**src/rtl/spi_pkg.sv**
```systemverilog
// Shared types and constants for the SPI master arbiter slice.
package spi_pkg;

  typedef enum logic [2:0] {
    IDLE  = 3'd0,
    SETUP = 3'd1,
    LOAD  = 3'd2,
    WAIT  = 3'd3,
    HOLD  = 3'd4
  } state_t;

  localparam int unsigned SPCON_CPOL_BIT = 2;
  localparam int unsigned SPCON_CPHA_BIT = 1;

endpackage

```
**src/rtl/spi_master_arbiter_if.sv**
```systemverilog
// Client- and core-side signal bundle of the SPI master arbiter.
interface spi_master_arbiter_if #(
  parameter int unsigned NREQ  = 4,
  parameter int unsigned LEN_W = 4
);
  logic [NREQ-1:0]       req;
  logic [NREQ*LEN_W-1:0] req_len;
  logic [NREQ*8-1:0]     req_spcon;
  logic [NREQ*8-1:0]     req_tx_data;
  logic [NREQ-1:0]       tx_rd;
  logic [7:0]            rx_data;
  logic [NREQ-1:0]       rx_vld;
  logic [NREQ-1:0]       grant;
  logic [NREQ-1:0]       done;
  logic [NREQ-1:0]       ssn_sel;
  logic                  core_start;
  logic [7:0]            core_data;
  logic [7:0]            core_spcon;
  logic                  core_done;
  logic [7:0]            core_data_r;

  modport master (
    input  req, req_len, req_spcon, req_tx_data, core_done, core_data_r,
    output tx_rd, rx_data, rx_vld, grant, done, ssn_sel,
           core_start, core_data, core_spcon
  );

  modport slave (
    output req, req_len, req_spcon, req_tx_data, core_done, core_data_r,
    input  tx_rd, rx_data, rx_vld, grant, done, ssn_sel,
           core_start, core_data, core_spcon
  );
endinterface

```
**src/rtl/spi_master_arbiter_rr_arbiter.sv**
```systemverilog
// Combinational round-robin pick: first set request at or above ptr, with wrap.
module rr_arbiter #(
  parameter  int unsigned NREQ = 4,
  localparam int unsigned PW   = (NREQ > 1) ? $clog2(NREQ) : 1
) (
  input  logic [NREQ-1:0] req,
  input  logic [PW-1:0]   ptr,
  output logic            any,
  output logic [PW-1:0]   idx
);

  always_comb begin
    any = 1'b0;
    idx = '0;
    for (int unsigned i = 0; i < NREQ; i++) begin
      int unsigned j;
      j = (32'(ptr) + i) % NREQ;
      if (!any && req[PW'(j)]) begin
        any = 1'b1;
        idx = PW'(j);
      end
    end
  end

endmodule

```
**src/rtl/spi_master_arbiter.sv**
```systemverilog
// Shares one byte-level SPI master core between NREQ clients, round-robin per burst.
module spi_master_arbiter
  import spi_pkg::*;
#(
  parameter int unsigned NREQ      = 4,
  parameter int unsigned LEN_W     = 4,
  parameter int unsigned GUARD_CYC = 2
) (
  input logic                  clk,
  input logic                  rst_n,
  spi_master_arbiter_if.master bus
);

  localparam int unsigned PW = (NREQ > 1) ? $clog2(NREQ) : 1;
  localparam int unsigned GW = (GUARD_CYC > 1) ? $clog2(GUARD_CYC + 1) : 1;

  state_t            state, state_d;
  logic [NREQ-1:0]   grant_q, grant_d;
  logic [PW-1:0]     owner_q, owner_d;
  logic [PW-1:0]     rr_ptr_q, rr_ptr_d;
  logic [LEN_W-1:0]  cnt_q, cnt_d;
  logic [7:0]        spcon_q, spcon_d;
  logic [GW-1:0]     gcnt_q, gcnt_d;
  logic [NREQ-1:0]   ssn_q, ssn_d;
  logic              start_q, start_d;
  logic [NREQ-1:0]   tx_rd_q, tx_rd_d;
  logic [NREQ-1:0]   rx_vld_q, rx_vld_d;
  logic [NREQ-1:0]   done_q, done_d;
  logic [7:0]        rx_data_q, rx_data_d;
  logic [7:0]        core_data_q, core_data_d;
  logic [7:0]        core_spcon_q, core_spcon_d;

  logic              arb_any;
  logic [PW-1:0]     arb_idx;
  logic [LEN_W-1:0]  len_win;
  logic [7:0]        spcon_win;
  logic [7:0]        tx_own;
  logic [NREQ-1:0]   win_oh;
  logic [NREQ-1:0]   owner_oh;

  rr_arbiter #(.NREQ(NREQ)) u_rr (
    .req (bus.req),
    .ptr (rr_ptr_q),
    .any (arb_any),
    .idx (arb_idx)
  );

  always_comb begin
    len_win   = '0;
    spcon_win = '0;
    tx_own    = '0;
    for (int unsigned i = 0; i < NREQ; i++) begin
      if (arb_idx == PW'(i)) begin
        len_win   = bus.req_len[i*LEN_W +: LEN_W];
        spcon_win = bus.req_spcon[i*8 +: 8];
      end
      if (owner_q == PW'(i)) tx_own = bus.req_tx_data[i*8 +: 8];
    end
  end

  assign win_oh   = {{(NREQ-1){1'b0}}, 1'b1} << arb_idx;
  assign owner_oh = {{(NREQ-1){1'b0}}, 1'b1} << owner_q;

  always_comb begin
    state_d      = state;
    grant_d      = grant_q;
    owner_d      = owner_q;
    rr_ptr_d     = rr_ptr_q;
    cnt_d        = cnt_q;
    spcon_d      = spcon_q;
    gcnt_d       = gcnt_q;
    ssn_d        = ssn_q;
    rx_data_d    = rx_data_q;
    core_data_d  = core_data_q;
    core_spcon_d = core_spcon_q;
    start_d      = 1'b0;
    tx_rd_d      = '0;
    rx_vld_d     = '0;
    done_d       = '0;

    unique case (state)
      IDLE: begin
        // Arbitration is skipped while done is visible so a finished client can drop req first.
        if (arb_any && (done_q == '0)) begin
          owner_d  = arb_idx;
          rr_ptr_d = (arb_idx == PW'(NREQ - 1)) ? '0 : arb_idx + PW'(1);
          cnt_d    = len_win;
          spcon_d  = spcon_win;
          if (len_win == '0) begin
            done_d = win_oh;
          end else begin
            grant_d = win_oh;
            ssn_d   = ~win_oh;
            gcnt_d  = '0;
            state_d = SETUP;
          end
        end
      end
      SETUP: begin
        if (gcnt_q == GW'(GUARD_CYC - 1)) state_d = LOAD;
        else                              gcnt_d  = gcnt_q + GW'(1);
      end
      LOAD: begin
        core_data_d  = tx_own;
        core_spcon_d = spcon_q;
        start_d      = 1'b1;
        tx_rd_d      = owner_oh;
        state_d      = WAIT;
      end
      WAIT: begin
        if (bus.core_done) begin
          rx_data_d = bus.core_data_r;
          rx_vld_d  = owner_oh;
          cnt_d     = cnt_q - LEN_W'(1);
          if (cnt_q == LEN_W'(1)) begin
            gcnt_d  = '0;
            state_d = HOLD;
          end else begin
            state_d = LOAD;
          end
        end
      end
      HOLD: begin
        if (gcnt_q == GW'(GUARD_CYC - 1)) begin
          ssn_d   = '1;
          done_d  = owner_oh;
          grant_d = '0;
          state_d = IDLE;
        end else begin
          gcnt_d = gcnt_q + GW'(1);
        end
      end
      default: state_d = IDLE;
    endcase
  end

  always_ff @(posedge clk) begin
    if (!rst_n) begin
      state        <= IDLE;
      grant_q      <= '0;
      owner_q      <= '0;
      rr_ptr_q     <= '0;
      cnt_q        <= '0;
      spcon_q      <= '0;
      gcnt_q       <= '0;
      ssn_q        <= '1;
      start_q      <= 1'b0;
      tx_rd_q      <= '0;
      rx_vld_q     <= '0;
      done_q       <= '0;
      rx_data_q    <= '0;
      core_data_q  <= '0;
      core_spcon_q <= '0;
    end else begin
      state        <= state_d;
      grant_q      <= grant_d;
      owner_q      <= owner_d;
      rr_ptr_q     <= rr_ptr_d;
      cnt_q        <= cnt_d;
      spcon_q      <= spcon_d;
      gcnt_q       <= gcnt_d;
      ssn_q        <= ssn_d;
      start_q      <= start_d;
      tx_rd_q      <= tx_rd_d;
      rx_vld_q     <= rx_vld_d;
      done_q       <= done_d;
      rx_data_q    <= rx_data_d;
      core_data_q  <= core_data_d;
      core_spcon_q <= core_spcon_d;
    end
  end

  assign bus.grant      = grant_q;
  assign bus.ssn_sel    = ssn_q;
  assign bus.core_start = start_q;
  assign bus.tx_rd      = tx_rd_q;
  assign bus.rx_vld     = rx_vld_q;
  assign bus.done       = done_q;
  assign bus.rx_data    = rx_data_q;
  assign bus.core_data  = core_data_q;
  assign bus.core_spcon = core_spcon_q;

endmodule

```
**src/flat_wrapper.sv**
```systemverilog
// flat-port wrapper written by rule: the top's interface ports become plain ports
module spi_master_arbiter_flat import spi_pkg::*;
#(
  parameter int unsigned NREQ      = 4,
  parameter int unsigned LEN_W     = 4,
  parameter int unsigned GUARD_CYC = 2
)
  (clk, rst_n, bus_req, bus_req_len, bus_req_spcon, bus_req_tx_data, bus_core_done, bus_core_data_r, bus_tx_rd, bus_rx_data, bus_rx_vld, bus_grant, bus_done, bus_ssn_sel, bus_core_start, bus_core_data, bus_core_spcon);
  spi_master_arbiter_if #(.NREQ(NREQ), .LEN_W(LEN_W)) bus_i ();
  input logic clk;
  input logic rst_n;
  input wire logic [$bits(bus_i.req)-1:0] bus_req;
  input wire logic [$bits(bus_i.req_len)-1:0] bus_req_len;
  input wire logic [$bits(bus_i.req_spcon)-1:0] bus_req_spcon;
  input wire logic [$bits(bus_i.req_tx_data)-1:0] bus_req_tx_data;
  input wire logic [$bits(bus_i.core_done)-1:0] bus_core_done;
  input wire logic [$bits(bus_i.core_data_r)-1:0] bus_core_data_r;
  output wire logic [$bits(bus_i.tx_rd)-1:0] bus_tx_rd;
  output wire logic [$bits(bus_i.rx_data)-1:0] bus_rx_data;
  output wire logic [$bits(bus_i.rx_vld)-1:0] bus_rx_vld;
  output wire logic [$bits(bus_i.grant)-1:0] bus_grant;
  output wire logic [$bits(bus_i.done)-1:0] bus_done;
  output wire logic [$bits(bus_i.ssn_sel)-1:0] bus_ssn_sel;
  output wire logic [$bits(bus_i.core_start)-1:0] bus_core_start;
  output wire logic [$bits(bus_i.core_data)-1:0] bus_core_data;
  output wire logic [$bits(bus_i.core_spcon)-1:0] bus_core_spcon;
  assign bus_i.req = bus_req;
  assign bus_i.req_len = bus_req_len;
  assign bus_i.req_spcon = bus_req_spcon;
  assign bus_i.req_tx_data = bus_req_tx_data;
  assign bus_i.core_done = bus_core_done;
  assign bus_i.core_data_r = bus_core_data_r;
  assign bus_tx_rd = bus_i.tx_rd;
  assign bus_rx_data = bus_i.rx_data;
  assign bus_rx_vld = bus_i.rx_vld;
  assign bus_grant = bus_i.grant;
  assign bus_done = bus_i.done;
  assign bus_ssn_sel = bus_i.ssn_sel;
  assign bus_core_start = bus_i.core_start;
  assign bus_core_data = bus_i.core_data;
  assign bus_core_spcon = bus_i.core_spcon;
  spi_master_arbiter #(.NREQ(NREQ), .LEN_W(LEN_W), .GUARD_CYC(GUARD_CYC)) u_core (.clk(clk), .rst_n(rst_n), .bus(bus_i));
endmodule
```
**config.mk**
```make
export PLATFORM = sky130hd
export DESIGN_NAME = spi_master_arbiter_flat
export DESIGN_NICKNAME = d
export VERILOG_FILES = /design/src/rtl/spi_pkg.sv /design/src/rtl/spi_master_arbiter_if.sv /design/src/rtl/spi_master_arbiter_rr_arbiter.sv /design/src/rtl/spi_master_arbiter.sv /design/src/flat_wrapper.sv
export SDC_FILE = /design/constraint.sdc
export NUM_CORES = 1
export LEC_CHECK = 0
export BUFFER_PORTS_ARGS = -buffer_cell sky130_fd_sc_hd__buf_2
export CORE_MARGIN = 2
export CORE_UTILIZATION = 52
export CTS_CLUSTER_SIZE = 28
export DETAILED_ROUTE_END_ITERATION = 10
export GPL_TIMING_DRIVEN = 0
export PLACE_DENSITY = 0.86
export SYNTH_ARGS = -nofsm -noshare
export SYNTH_HDL_FRONTEND = slang
export SYNTH_HIERARCHICAL = 1
export SYNTH_SLANG_ARGS = --single-unit
```
**constraint.sdc**
```tcl
create_clock -name clk -period 7.2 [get_ports clk]
set_input_delay 1.44 -clock clk [delete_from_list [all_inputs] [get_ports clk]]
set_output_delay 1.44 -clock clk [all_outputs]
set_load 0.02 [all_outputs]
```
==> results by group <==
Route
  • Drt total wl: 9450 µm
  • Wire length on met3: 750 µm
  • Routed wl met2: ~4700 µm
  • Max Used Layer: met4
  • WL met1: about 3700 µm
  • Post-route ant nets: 0
  • Drc violations: 0
  • DRT Pass-1 Iters: 7
  • DR iter-0 viols: 187
  • Vias: 3405
  • Average wire per standard cell: 15.5 µm
  • Vias per cell: about 5.6

Min path
  • Hold path depth: 2
  • Worst Hold Path EP: u_core/bus.core_data[1]
  • Hold_sp: u_core/bus.core_data[1]
  • HP Class: reg2reg

Synthesis
  • Mapped cell area: 3330 µm²
  • Mean area per synthesized cell: 8.80 µm²
  • Synthesized flop and latch total: 66
  • Total of warnings raised by yosys: 6
  • Syn Nets: between 400 and 500
  • Area leader, netlist: dfxtp_1
  • Cells after Synth: 378
  • Seq/Total Area, Yosys: between 30 and 40%
  • Synth top area cells: dfxtp_1 (40%), nand2_1 (9.4%), mux4_2 (5.4%)
  • Unique masters post-synth: 54
  • Post-synth top area share: 39.7%

STA
  • Fmax: between 200 and 250 MHz
  • Max_slew headroom: roughly 58%
  • Final setup viols: 0
  • Hold slack: ~0.45 ns
  • Fin crit share: approximately 57%
  • Hold Fails Final Rpt: 0
  • Post-Route Setup TNS: 0 ns
  • Clock Skews: 0.00897 ns
  • Final slew viol count: 0
  • Worst slew pin tran: between 0.6 and 0.7 ns
  • RSZ-0062 raised after global routing: false
  • Min Tclk post-route: 4.09 ns

Clocking
  • Num CTS Buffers: 9
  • Root buf cell: clkbuf_8
  • Post_cts resized: 0
  • H-tree depth: 3
  • CTS Buffer Depth: 2
  • Clock sink count: 66
  • Clock latency on the worst-skew pair: between 0.3 and 0.4 ns
  • CTS tree: done
  • Cts hold-fix bufs: 0
  • CTS clk-pin slew, worst paths: 0.07 ns
  • Postcts setup bufs: 0

Power and ir drop
  • Sequential share of power: 32.1%
  • Power density of the placed cells: 353 nW/µm²
  • LEAKAGE: between 1.5 and 2 nW
  • Clock power frac: about 21%
  • Logic gate share of total power: 47.4%
  • Sw Ratio: 40.6%
  • Internal: just over 0.9 mW
  • Worst vdd ir: 0.227 mV
  • Switch Pwr: about 0.62 mW

Cells and area
  • Fillers: 504
  • Ant diodes: 0
  • Post-layout nets: 630
  • Layout area overhead: 29.9%
  • Share of cells above drive strength 1: 35.6%

Setup path
  • Worst r2r src: u_core/rr_ptr_q[0]
  • Startpoint Class: primary input
  • CP dominant cell by count: inv_1
  • R2R cell count: 11
  • Arrival time worst endpoint: ~4.4 ns
  • Critical path class: in2reg
  • WP buf/inv: 3
  • Delay-heaviest family, CP: compound AO/OA/AOI/OAI gates
  • Critical path fanouts, max: 7
  • CP required: around 7.5 ns
  • Worst R2R End: u_core/gcnt_q[1]
  • Max incr delay on CP: roughly 0.36 ns
  • Slowest CP cell: a21oi_1
  • R2R Setup Slk: ~3.9 ns
  • Crit. End Element: flop
  • CP Cell Sequence: buf_2, inv_1, a221o_1, a21oi_1, inv_1, ha_1, or2_1, a221oi_2, o22ai_2, nor3_4, a2bb2oi_2, mux2i_1

Die
  • Core area: 6280 µm²
  • IO Pins: between 100 and 150
  • Starting Density: 53.0%
  • Cell row count: 29
  • Die Y: roughly 84 µm
  • Die Area: 7060 µm²
  • Die X-Extent: 84 µm

GRT
  • GRT Total Usage: 26.7%
  • Vias in the first global route: between 3000 and 4000
  • Largest net degree at the start of global routing: 13
  • Initial antenna violation count: 0
  • First-pass GRT wire length: 15200 µm
  • Overflow after GRT: 0

Outcome
  • Status: finished clean

Placement
  • Gpl congestion: 0.852
  • DP HPWL: ~7300 µm
  • Port Buffers: 139

Flow run
  • Max Cap Viol: 0
## cells in the mapped netlist (all sizes together)
cell type / count
or3: 1
mux4: 8
maj3: 1
ha: 7
nor2: 30
dfxtp: 66
a2bb2oi: 5
o211ai: 9
xnor2: 1
mux2i: 2
o21bai: 1
nand2: 84
o22ai: 9
a221oi: 4
nor4: 1
buf: 9
a31o: 1
or4: 1
o311a: 1
and2: 4
and3b: 1
a22oi: 8
a21oi: 14
nor3b: 2
nand2b: 4
a21boi: 29
a221o: 1
nor3: 9
a31oi: 4
a22o: 4
nor2b: 3
o41ai: 1
clkbuf: 16
or2: 2
o21ai: 4
nand3b: 3
o211a: 9
inv: 12
o221ai: 1
nand3: 6
## state kept, by name (all words and copies together), names as in the netlist
signal	cells
u_core/bus.core_data	8
u_core/bus.core_spcon	8
u_core/bus.rx_data	8
u_core/spcon_q	8
u_core/bus.done	4
u_core/bus.grant	4
u_core/bus.rx_vld	4
u_core/bus.ssn_sel	4
u_core/bus.tx_rd	4
u_core/cnt_q	4
u_core/state	3
u_core/gcnt_q	2
u_core/owner_q	2
u_core/rr_ptr_q	2
u_core/bus.core_start	1
## through the flow
step	utilization (%)	area, µm²	setup slack [ns]	cells	power (mW)
after floorplan	-	3330	3.42	378	1.02
after global placement	65.6	4120	2.99	594	1.18
after detailed placement	65.6	4120	2.86	594	1.20
after CTS	68.9	4320	3.20	610	1.52
after global routing	68.9	4320	2.95	610	1.62
final	68.9	4320	3.11	610	1.53
## worst max-delay path by stage
stage,start,end,slack (ns),cells past startpoint
3_3_place_gp,bus_req[1],u_core/bus.grant[0],2.99,13
2_1_floorplan,bus_req[1],u_core/bus.grant[0],3.42,11
4_1_cts,bus_req[1],u_core/gcnt_q[1],3.20,12
3_5_place_dp,bus_req[1],u_core/gcnt_q[1],2.86,12
5_1_grt,bus_req[1],u_core/bus.ssn_sel[2],2.95,12
6_report,bus_req[1],u_core/gcnt_q[1],3.11,12
## layout by cell type (no fill, tap or decap), drive strengths merged, types with 4 or more instances in the layout
cell / count
a21oi: 14
nand2: 84
ha: 7
a221oi: 4
nor2: 30
a2bb2oi: 5
a22o: 4
inv: 13
o211ai: 9
nor3: 9
o211a: 9
a22oi: 8
a21boi: 29
and2: 4
clkbuf: 27
o22ai: 9
a31oi: 4
o21ai: 4
mux4: 8
buf: 148
nand3: 6
nand2b: 4
dfxtp: 66
## worst reg2reg max path, delay by kind of cell (launching register included)
kind	cells	cell delay (ns)
adder cells (fa/ha/maj)	1	0.30
flip-flops	1	0.40
AO/OA/AOI/OAI	5	1.38
AND/OR/NAND/NOR	2	0.66
multiplexers	1	0.24
buffers and inverters	2	0.21
## kinds of logic after synthesis
kind of cell | after synthesis | synth area share, %
adder cells (fa/ha/maj) | 8 | 2.93
flip-flops | 66 | 39.7
XOR/XNOR | 1 | 0.263
AO/OA/AOI/OAI | 105 | 25.1
multiplexers | 10 | 6.01
AND/OR/NAND/NOR | 151 | 20.9
buffers and inverters | 37 | 5.04
## final cells by class
class / instances / area, µm² / area share, %
Buffer: 25 / 123 / 2.84
Clock buffer: 11 / 141 / 3.27
Clock inverter: 5 / 62.6 / 1.45
Inverter: 12 / 45.0 / 1.04
Multi-Input combinational cell: 275 / 1840 / 42.5
Sequential cell: 66 / 1320 / 30.6
Tap cell: 77 / 96.3 / 2.23
Timing Repair Buffer: 139 / 696 / 16.1
## power by group through the flow
stage	clock network (mW)	logic, mW	registers, mW
3_3_place_gp	0	0.690	0.492
4_1_cts	0.317	0.714	0.489
5_1_grt	0.334	0.785	0.499
2_1_floorplan	0	0.501	0.515
6_report	0.312	0.724	0.490
3_5_place_dp	0	0.709	0.496
## per-layer routing
layer | global-route usage [%] | vias up
met4 | 7.62 | 0
met3 | 6.92 | 20
met5 | 0 | -
met2 | 48.4 | 170
met1 | 31.0 | 1574
li1 | - | 1641
(Power assumes the default switching activity.)
